===== src/rtl/ififo_skew_bank_pkg.sv =====
`default_nettype none
// ============================================================================
// ififo_skew_bank_pkg : delivery-mode encoding and width helper for the bank
// Revision: 1.0
// ============================================================================
package ififo_skew_bank_pkg;

  typedef enum logic {
    MODE_BCAST = 1'b0,
    MODE_SKEW  = 1'b1
  } mode_e;

  function automatic int cnt_width(input int depth);
    return $clog2(depth) + 1;
  endfunction

endpackage
`default_nettype wire


===== src/rtl/fifo_lane.sv =====
`default_nettype none
// ============================================================================
// fifo_lane : single-clock lane FIFO with registered read data and valid strobe
// Revision: 1.0
// ============================================================================
module fifo_lane
  import ififo_skew_bank_pkg::*;
#(
  parameter int BW    = 4,
  parameter int DEPTH = 64
) (
  input  logic          clk,
  input  logic          reset,
  input  logic          wr,
  input  logic [BW-1:0] in,
  input  logic          rd,
  output logic [BW-1:0] out,
  output logic          out_valid,
  output logic          o_full,
  output logic          o_empty
);

  localparam int AW = $clog2(DEPTH);

  logic [AW:0]   r_wptr;
  logic [AW:0]   r_rptr;
  logic [BW-1:0] r_mem [DEPTH];
  logic          w_acc_wr;
  logic          w_acc_rd;

  // Pointers carry one extra wrap bit so full and empty are distinguishable.
  assign o_empty  = (r_wptr == r_rptr);
  assign o_full   = (r_wptr[AW] != r_rptr[AW]) && (r_wptr[AW-1:0] == r_rptr[AW-1:0]);
  assign w_acc_rd = rd & ~o_empty;
  assign w_acc_wr = wr & (~o_full | w_acc_rd);

  always_ff @(posedge clk or posedge reset) begin
    if (reset) begin
      r_wptr    <= '0;
      r_rptr    <= '0;
      out       <= '0;
      out_valid <= 1'b0;
    end else begin
      out_valid <= w_acc_rd;
      if (w_acc_wr) r_wptr <= r_wptr + (AW+1)'(1);
      if (w_acc_rd) begin
        r_rptr <= r_rptr + (AW+1)'(1);
        out    <= r_mem[r_rptr[AW-1:0]];
      end
    end
  end

  always_ff @(posedge clk) begin
    if (w_acc_wr) r_mem[r_wptr[AW-1:0]] <= in;
  end

endmodule
`default_nettype wire


===== src/rtl/ififo_skew_bank.sv =====
`default_nettype none
// ============================================================================
// ififo_skew_bank : ROW-lane input FIFO bank with skewed or broadcast launch
// Revision: 1.0
// ============================================================================
module ififo_skew_bank
  import ififo_skew_bank_pkg::*;
#(
  parameter int ROW   = 8,
  parameter int BW    = 4,
  parameter int DEPTH = 64,
  parameter int CW    = cnt_width(DEPTH)
) (
  input  logic              clk,
  input  logic              reset,
  input  logic [ROW*BW-1:0] in,
  input  logic              wr,
  input  logic              rd,
  input  logic              skew_en,
  output logic [ROW*BW-1:0] out,
  output logic [ROW-1:0]    out_valid,
  output logic              o_full,
  output logic              o_ready,
  output logic              o_empty,
  output logic              o_busy,
  output logic [CW-1:0]     count,
  output logic              o_err
);

  logic [ROW-1:0]    r_chain;
  logic [ROW-1:0]    w_chain_nxt;
  logic [CW-1:0]     r_count;
  mode_e             r_mode;
  logic              r_err;
  logic              w_acc_wr;
  logic              w_acc_rd;
  logic [ROW-1:0]    w_pop;
  logic [ROW-1:0]    w_lane_full;
  logic [ROW-1:0]    w_lane_empty;
  logic [ROW-1:0]    w_lane_vld;
  logic [ROW*BW-1:0] w_lane_data;

  // Lane ROW-1 drains last and never holds fewer entries than any other lane,
  // so the OR is exactly its full flag.
  assign o_full   = |w_lane_full;
  assign o_ready  = ~o_full;
  assign o_empty  = (r_count == '0);
  assign o_busy   = |r_chain;
  assign count    = r_count;
  assign o_err    = r_err;
  assign w_acc_wr = wr & ~o_full;
  assign w_acc_rd = rd & ~o_empty;
  assign w_pop    = r_chain & ~w_lane_empty;

  always_comb begin
    w_chain_nxt    = '0;
    w_chain_nxt[0] = w_acc_rd;
    for (int i = 1; i < ROW; i++) begin
      w_chain_nxt[i] = (r_mode == MODE_SKEW) ? r_chain[i-1] : w_acc_rd;
    end
  end

  always_ff @(posedge clk or posedge reset) begin
    if (reset) begin
      r_count <= '0;
      r_chain <= '0;
      r_mode  <= MODE_BCAST;
      r_err   <= 1'b0;
    end else begin
      r_count <= r_count + CW'(w_acc_wr) - CW'(w_acc_rd);
      r_chain <= w_chain_nxt;
      // Mode only changes with the chain empty, so a launch never mixes modes.
      if (!o_busy && !w_acc_rd) r_mode <= mode_e'(skew_en);
      if ((wr && o_full) || (rd && o_empty)) r_err <= 1'b1;
    end
  end

  for (genvar gi = 0; gi < ROW; gi++) begin : g_lane
    fifo_lane #(
      .BW    (BW),
      .DEPTH (DEPTH)
    ) u_lane (
      .clk       (clk),
      .reset     (reset),
      .wr        (w_acc_wr),
      .in        (in[gi*BW +: BW]),
      .rd        (w_pop[gi]),
      .out       (w_lane_data[gi*BW +: BW]),
      .out_valid (w_lane_vld[gi]),
      .o_full    (w_lane_full[gi]),
      .o_empty   (w_lane_empty[gi])
    );
  end

  always_ff @(posedge clk or posedge reset) begin
    if (reset) begin
      out       <= '0;
      out_valid <= '0;
    end else begin
      out_valid <= w_lane_vld;
      for (int i = 0; i < ROW; i++) begin
        if (w_lane_vld[i]) out[i*BW +: BW] <= w_lane_data[i*BW +: BW];
      end
    end
  end

endmodule
`default_nettype wire

===== config.mk =====
export PLATFORM = sky130hd
export DESIGN_NAME = ififo_skew_bank
export DESIGN_NICKNAME = d
export VERILOG_FILES = /design/src/rtl/ififo_skew_bank_pkg.sv /design/src/rtl/fifo_lane.sv /design/src/rtl/ififo_skew_bank.sv
export SDC_FILE = /design/constraint.sdc
export NUM_CORES = 2
export LEC_CHECK = 0
export CAP_MARGIN = 20
export CORE_MARGIN = 2
export CORE_UTILIZATION = 40
export DETAILED_ROUTE_END_ITERATION = 10
export PLACE_DENSITY = 0.59
export SLEW_MARGIN = 20
export SYNTH_ARGS = -nofsm -noshare
export SYNTH_HDL_FRONTEND = slang
export SYNTH_SLANG_ARGS = --single-unit

===== constraint.sdc =====
create_clock -name clk -period 18.5 [get_ports clk]
set_clock_uncertainty 0.2 [all_clocks]
set_input_delay 1.85 -clock clk [delete_from_list [all_inputs] [get_ports clk]]
set_output_delay 1.85 -clock clk [all_outputs]
set_load 0.1 [all_outputs]

== Word-level counts from Yosys, hierarchy flattened ==
Memories as Yosys holds them, arrays and structs flattened. A register that Yosys moved wholly into a read port is not among the register bits.
Cells that the tools add are included.

* Input port bits: 37
* Bits in writable memories: 2048
* Bits in registers: 177
* Output and inout bits: 52
* Memories: 8

{| class="wikitable"
|+ Memories
! name !! depth !! width !! read ports !! clocked after Yosys merged registers in !! write ports !! RTL line !! source
|-
| g_lane[0].u_lane.r_mem || 64 || 4 || 1 || 1 || 1 || fifo_lane.sv:27 || <nowiki>logic [BW-1:0] r_mem [DEPTH];</nowiki>
|-
| g_lane[1].u_lane.r_mem || 64 || 4 || 1 || 1 || 1 || fifo_lane.sv:27 ||
|-
| g_lane[2].u_lane.r_mem || 64 || 4 || 1 || 1 || 1 || fifo_lane.sv:27 ||
|-
| g_lane[3].u_lane.r_mem || 64 || 4 || 1 || 1 || 1 || fifo_lane.sv:27 ||
|-
| g_lane[4].u_lane.r_mem || 64 || 4 || 1 || 1 || 1 || fifo_lane.sv:27 ||
|-
| g_lane[5].u_lane.r_mem || 64 || 4 || 1 || 1 || 1 || fifo_lane.sv:27 ||
|-
| +2 memories || -- || -- || -- || -- || -- || -- ||
|}

* Equal/unequal tests: 24
* Multiplexer cells: 23
* Bitwise logic cells: 46
* Add/subtract/negate cells: 18
* Reduce and logical (&&, ||, !) cells: 17

{| class="wikitable"
|+ Operator list
! kind !! number
|-
| $add A7 B1 Y7 const B || 16
|-
| $eq A7 B7 Y1 || 8
|-
| $eq A6 B6 Y1 || 8
|-
| $mux W1 || 23
|-
| $and A1 B1 Y1 || 18
|-
| $not A1 Y1 || 18
|-
| $reduce_or A8 Y1 || 2
|-
| $logic_and A1 B1 Y1 || 11
|-
| $and A8 B8 Y8 || 1
|-
| $ne A1 B1 Y1 || 8
|-
| $not A8 Y8 || 1
|-
| $or A1 B1 Y1 || 8
|-
| $add A7 B1 Y7 || 1
|-
| $logic_not A7 Y1 || 1
|-
| $sub A7 B1 Y7 || 1
|-
| $logic_not A1 Y1 || 2
|-
| $logic_or A1 B1 Y1 || 1
|}

== Logic depth before layout (Yosys ltp) ==
* Depth after elaboration: 8
* Depth in mapped cells: 17
* Depth with buffers taken out: 15

== By module ==
A second synthesis with hierarchy kept.

* Cells, all modules: 5257
* Area, all modules: 92364.8 um2

{| class="wikitable"
|+ Modules (own cells, without submodules)
! module !! cells each !! area an instance (um2) !! times used
|-
| fifo_lane at g_lane[2].u_lane ... || 639 || 11272.1 || 6
|-
| fifo_lane at g_lane[0].u_lane ... || 628 || 11210.8 || 2
|-
| ififo_skew_bank || 167 || 2311.0 || 1
|}

== Least setup slack after synthesis ==
Ideal clock, no wire load.

* Path type: reg-to-reg
* From: reg r_count[5] (netlist: count[5])
* To: reg r_count[6] (netlist: count[6])
* Cell stages (with the launch flop): 16
* Path slack: 12076 ps
* Data required time: 18220 ps
* Arrival: 6144 ps
* Path through: dfrtp_1 -> inv_1 -> ha_1 -> nand2_1 -> nor4_1 -> nor2b_1 -> ha_1 -> inv_1 -> ha_1 -> fa_1 -> a21oi_1 -> nor2_1 -> o21ai_0 -> a21oi_1 -> nor2_1 -> xnor2_1

* Longest elaborated chain between the ends: 4
* Elaborated cells on any way between the ends: 5
* Classes of those cells: add/sub (2); bitwise (2); reduce/logical (1)

{| class="wikitable"
|+ Ends and longest elaborated chain
! item !! RTL line !! source
|-
| start, declared || ififo_skew_bank.sv:32 || <nowiki>logic [CW-1:0] r_count;</nowiki>
|-
| start signal, assigned || ififo_skew_bank.sv:70 || <nowiki>r_count <= r_count + CW'(w_acc_wr) - CW'(w_acc_rd);</nowiki>
|-
| $logic_not A7 Y1 || ififo_skew_bank.sv:47 || <nowiki>assign o_empty = (r_count == '0);</nowiki>
|-
| net o_empty || ififo_skew_bank.sv:24 || <nowiki>output logic o_empty,</nowiki>
|-
| $not A1 Y1 || ififo_skew_bank.sv:52 || <nowiki>assign w_acc_rd = rd & ~o_empty;</nowiki>
|-
| $and A1 B1 Y1 || ififo_skew_bank.sv:52 ||
|-
| net w_acc_rd || ififo_skew_bank.sv:36 || <nowiki>logic w_acc_rd;</nowiki>
|-
| $sub A7 B1 Y7 || ififo_skew_bank.sv:70 ||
|}

The timed path passes the listed nets, and every way through them passes these cells.
A chain may end at the register's enable or synchronous reset.

== Final worst setup path ==
* From: reg g_lane[4].u_lane.r_rptr[2]
* To: out o_full

* Longest elaborated chain between the ends: 3

{| class="wikitable"
|+ Ends and longest elaborated chain
! item !! RTL line !! source
|-
| start, declared || fifo_lane.sv:26 || <nowiki>logic [AW:0] r_rptr;</nowiki>
|-
| start signal, assigned || fifo_lane.sv:47 || <nowiki>r_rptr <= r_rptr + (AW+1)'(1);</nowiki>
|-
| $eq A6 B6 Y1 || fifo_lane.sv:33 || <nowiki>assign o_full = (r_wptr[AW] != r_rptr[AW]) && (r_wptr[AW-1:0] == r_rptr[AW-1:0]);</nowiki>
|-
| $logic_and A1 B1 Y1 || fifo_lane.sv:33 ||
|-
| $reduce_or A8 Y1 || ififo_skew_bank.sv:45 || <nowiki>assign o_full = |w_lane_full;</nowiki>
|-
| end, declared || ififo_skew_bank.sv:22 || <nowiki>output logic o_full,</nowiki>
|}

No other way between the ends.

==> key figures <==
Run status
  – Outcome: completed

Timing
  – Fin. Hold Viols: 0
  – Setup TNS: 0 ps
  – Crit path time final: between 6000 and 7000 ps
  – RSZ-0062 raised after global routing: no
  – Worst Tran Pin Value: about 1100 ps
  – Post-route setup slack: 12380 ps
  – Max-slew violation count: 0
  – Period utilization: 0.331
  – Final setup fails: 0
  – FMAX: around 160 MHz
  – Slew HR: 0.270

Floorplan
  – Die W: 484 µm
  – Core Area: 229000 µm²
  – Initial Utilization: 0.402
  – IO Pins: a little under 90
  – Die Ht: 484 µm
  – Site Rows: 176
  – Die area: about 230000 µm²

Synth
  – Largest family of logic cells by synthesized area: multiplexers
  – Yosys warnings: 0
  – Syn nets: 5224
  – Post-Syn Instances: 5161
  – Post-synthesis simple-gate area fraction: 0.0663
  – Top FF cell, synth: edfxtp_1
  – Sequential share of the synthesized area: 0.724
  – Multiplexer area fraction after synthesis: 0.135
  – Syn Std Cell Area: 92200 µm²
  – Compound-Gate Fraction of Synth Area: 0.0323
  – Fraction of registers with async set or reset after synthesis: 0.0926
  – Post-synthesis average cell area: between 15 and 20 µm²
  – Post-Synth Adder-Cell Area: 0.00361
  – XOR/XNOR share of the synthesized area: 0.0144
  – Post-synth EDFFs: roughly 2000
  – Synth unique cells: 79
  – Seq cells post-synth: between 2000 and 2500

Global routing
  – Total global routing overflow: 0
  – Largest net degree at the start of global routing: 171
  – First-pass GRT wire length: roughly 320000 µm
  – Global Route Usage Sum: 0.177
  – Vias in the first global route: 48900
  – Initial antenna violation count: 6

Clock network
  – # hold bufs at CTS: 0
  – CTS tree: yes
  – Clock slew at reported path FFs: 60 ps
  – CTS Root Cell: clkbuf_16
  – CTS buffer count: between 200 and 250
  – H-tree levels: 4
  – Max clock buf depth: 3
  – Resized cells post-CTS: 0
  – Clk sink count: 2257
  – Clock Latency Late Sink: about 870 ps
  – Post-CTS setup buffers: 0

Drt
  – Drt wl/cell: 25.1 µm
  – Final ANT Viol Nets: 0
  – Final wirelength: 210000 µm
  – DR pass1 iterations: 6
  – Vias per cell: 5.71
  – Drt drc: 0
  – Vias post-DR: 47900
  – Initial drt markers: 4269

Setup path
  – WS Path Type: flop to output port
  – Critical-path maximum fanout: 170
  – Buffers & Inverters on Critical Path: 2
  – Critical Path RT: 16450 ps
  – Largest stage delay, worst path: roughly 1000 ps
  – CP Capture Type: output port
  – Slowest CP cell: dfrtp_2
  – Worst-path cell chain: xor2_1 > nor4_1 > nand4b_1 > nand4_4 > nor2_4 > inv_16 > buf_4
  – Kind of cell adding the most delay to the critical path: simple AND/OR/NAND/NOR gates
  – Crit path launch type: flop
  – Worst EP arrival: 4070 ps

Power
  – Leakage: 32.8 nW
  – Clock power share: 0.302
  – Sw Share: 0.335
  – Internal power: 0.0105 W
  – Pwr Density: 153 nW/µm²
  – Gate power share: 0.281
  – Share of power burned in registers: 0.417
  – P_sw: 0.00529 W
  – Maximum VDD drop: 0.120 mV

Finish
  – Non-Filler Instances: 8377
  – Ratio of cells with drive above 1 in the final layout: 0.182
  – Number of fill cells: just under 20000
  – Area grow syn2layout: 11.9%
  – Final net count: 5208

Place
  – GP Congestion: 0.795
  – DPL Wire Length: roughly 120000 µm
  – Number of port buffers: 88
  – Cell Count Post-Placement: between 7000 and 8000
  – Dpl ws: 12900 ps

Run
  – Number of max-cap violations: 0

Worst hold path
  – Min-delay worst type: flop to flop
-- cells in the mapped netlist, types with 27 or more instances --
cell type | count | area share
nor2b_1 | 27 | 0.0018
dfrtp_1 | 209 | 0.057
xor2_1 | 63 | 0.0060
nor3_1 | 299 | 0.016
a22oi_1 | 52 | 0.0042
mux2_2 | 42 | 0.0051
buf_4 | 82 | 0.0067
o221ai_1 | 69 | 0.0066
nand2_1 | 162 | 0.0066
o22ai_1 | 66 | 0.0045
buf_2 | 135 | 0.0073
edfxtp_1 | 2048 | 0.67
nor2_1 | 106 | 0.0043
buf_1 | 43 | 0.0018
nand4_1 | 28 | 0.0019
nor4_1 | 243 | 0.016
mux4_2 | 387 | 0.095
xnor2_1 | 89 | 0.0085
a211oi_1 | 38 | 0.0031
nand3_1 | 80 | 0.0043
mux2i_1 | 299 | 0.032
clkbuf_1 | 120 | 0.0049
a21oi_1 | 73 | 0.0040
nand3b_1 | 47 | 0.0038
inv_1 | 28 | 0.0011
-- registers in the layout, summed over array words and instances (netlist names) --
| signal | cells |
|---|---|
| g_lane.u_lane.r_mem | 2048 |
| g_lane.u_lane.r_rptr | 56 |
| g_lane.u_lane.r_wptr | 56 |
| g_lane.u_lane.out | 32 |
| out | 32 |
| g_lane.u_lane.out_valid | 8 |
| out_valid | 8 |
| r_chain | 8 |
| count | 7 |
| o_err | 1 |
| r_mode | 1 |
-- path summary, 6_finish.rpt --
| path | from | end | slack (ps) | depth (start not counted) |
|---|---|---|---|---|
| max reg2reg | g_lane[4].u_lane.r_rptr[2] | g_lane[4].u_lane.r_mem[55][0] | 13070 | 9 |
| min reg2reg | g_lane[1].u_lane.out_valid | out_valid[1] | 280 | 0 |
| max | g_lane[4].u_lane.r_rptr[2] | o_full | 12380 | 7 |
| min in group asynchronous | reset | g_lane[3].u_lane.out[0] | 1310 | 2 |
| min | g_lane[1].u_lane.out_valid | out_valid[1] | 280 | 0 |
| max in group asynchronous | reset | g_lane[2].u_lane.r_rptr[1] | 14480 | 4 |
-- power groups by stage --
stage               Combinational [W]  Sequential [W]  Clock (W)
global route                  0.00475         0.00666    0.00506
detailed placement            0.00446         0.00670          0
CTS                           0.00447         0.00660    0.00486
global placement              0.00444         0.00668          0
finish                        0.00444         0.00659    0.00477
floorplan                     0.00335         0.00654          0
-- through the flow --
step | hold slack [ps] | util | power (W) | instance area, µm²
floorplan | 242 | - | 0.00988 | 92200
global placement | 267 | 0.415 | 0.0111 | 95200
detailed placement | 269 | 0.415 | 0.0112 | 95300
CTS | 283 | 0.449 | 0.0159 | 103000
global route | 293 | 0.450 | 0.0165 | 103000
finish | 277 | 0.450 | 0.0158 | 103000
-- cells by family (layout without fill, tap and decap cells) --
group / count (synthesis) / after routing
flops: 2257 / 2257
simple gates: 1128 / 1128
mux: 744 / 744
buf+inv: 436 / 622
compound gates: 418 / 418
xor+xnor: 152 / 152
fa+ha+maj: 26 / 26
other cells: 0 / 4
-- per-layer routing --
layer / vias up / GRT usage / wire length, µm
met3: 306 / 0.0264 / 11400
met1: 25000 / 0.251 / 92600
met5: - / 0 / 0
met2: 1509 / 0.284 / 101000
li1: 21000 / - / -
met4: 0 / 0.0503 / 5310
-- cells in the final DEF (no fill, tap or decap), types with 18 or more instances in the layout --
cell and instances:
edfxtp_1 2048, mux4_2 387, nor3_1 299, mux2i_1 299, nor4_1 241, clkbuf_16 228
dfrtp_1 190, nand2_1 162, nor2_1 106, xnor2_1 89, buf_4 81, nand3_1 80
a21oi_1 73, o221ai_1 69, o22ai_1 66, xor2_1 63, clkdlybuf4s50_1 53, a22oi_1 52
nand3b_1 47, clkinv_2 47, mux2_2 42, a211oi_1 38, clkinv_1 36, bufinv_16 32
clkbuf_1 31, nand4_1 28, inv_1 27, nor2b_1 26, a31oi_1 25, ha_1 25
and2_1 24, buf_2 22, or3b_2 20, o21ai_0 18
-- area by class of cell --
class	count	area [µm²]	share of cell area
Sequential cell	2257	66800	0.647
Clock inverter	153	1820	0.0176
Multi-Input combinational cell	2468	23300	0.226
Inverter	34	151	0.00147
Antenna cell	4	10.0	0.0000970
Timing Repair Buffer	159	1300	0.0126
Clock buffer	276	6060	0.0587
Tap cell	3026	3790	0.0367
Power figures use the tool's default switching activity.
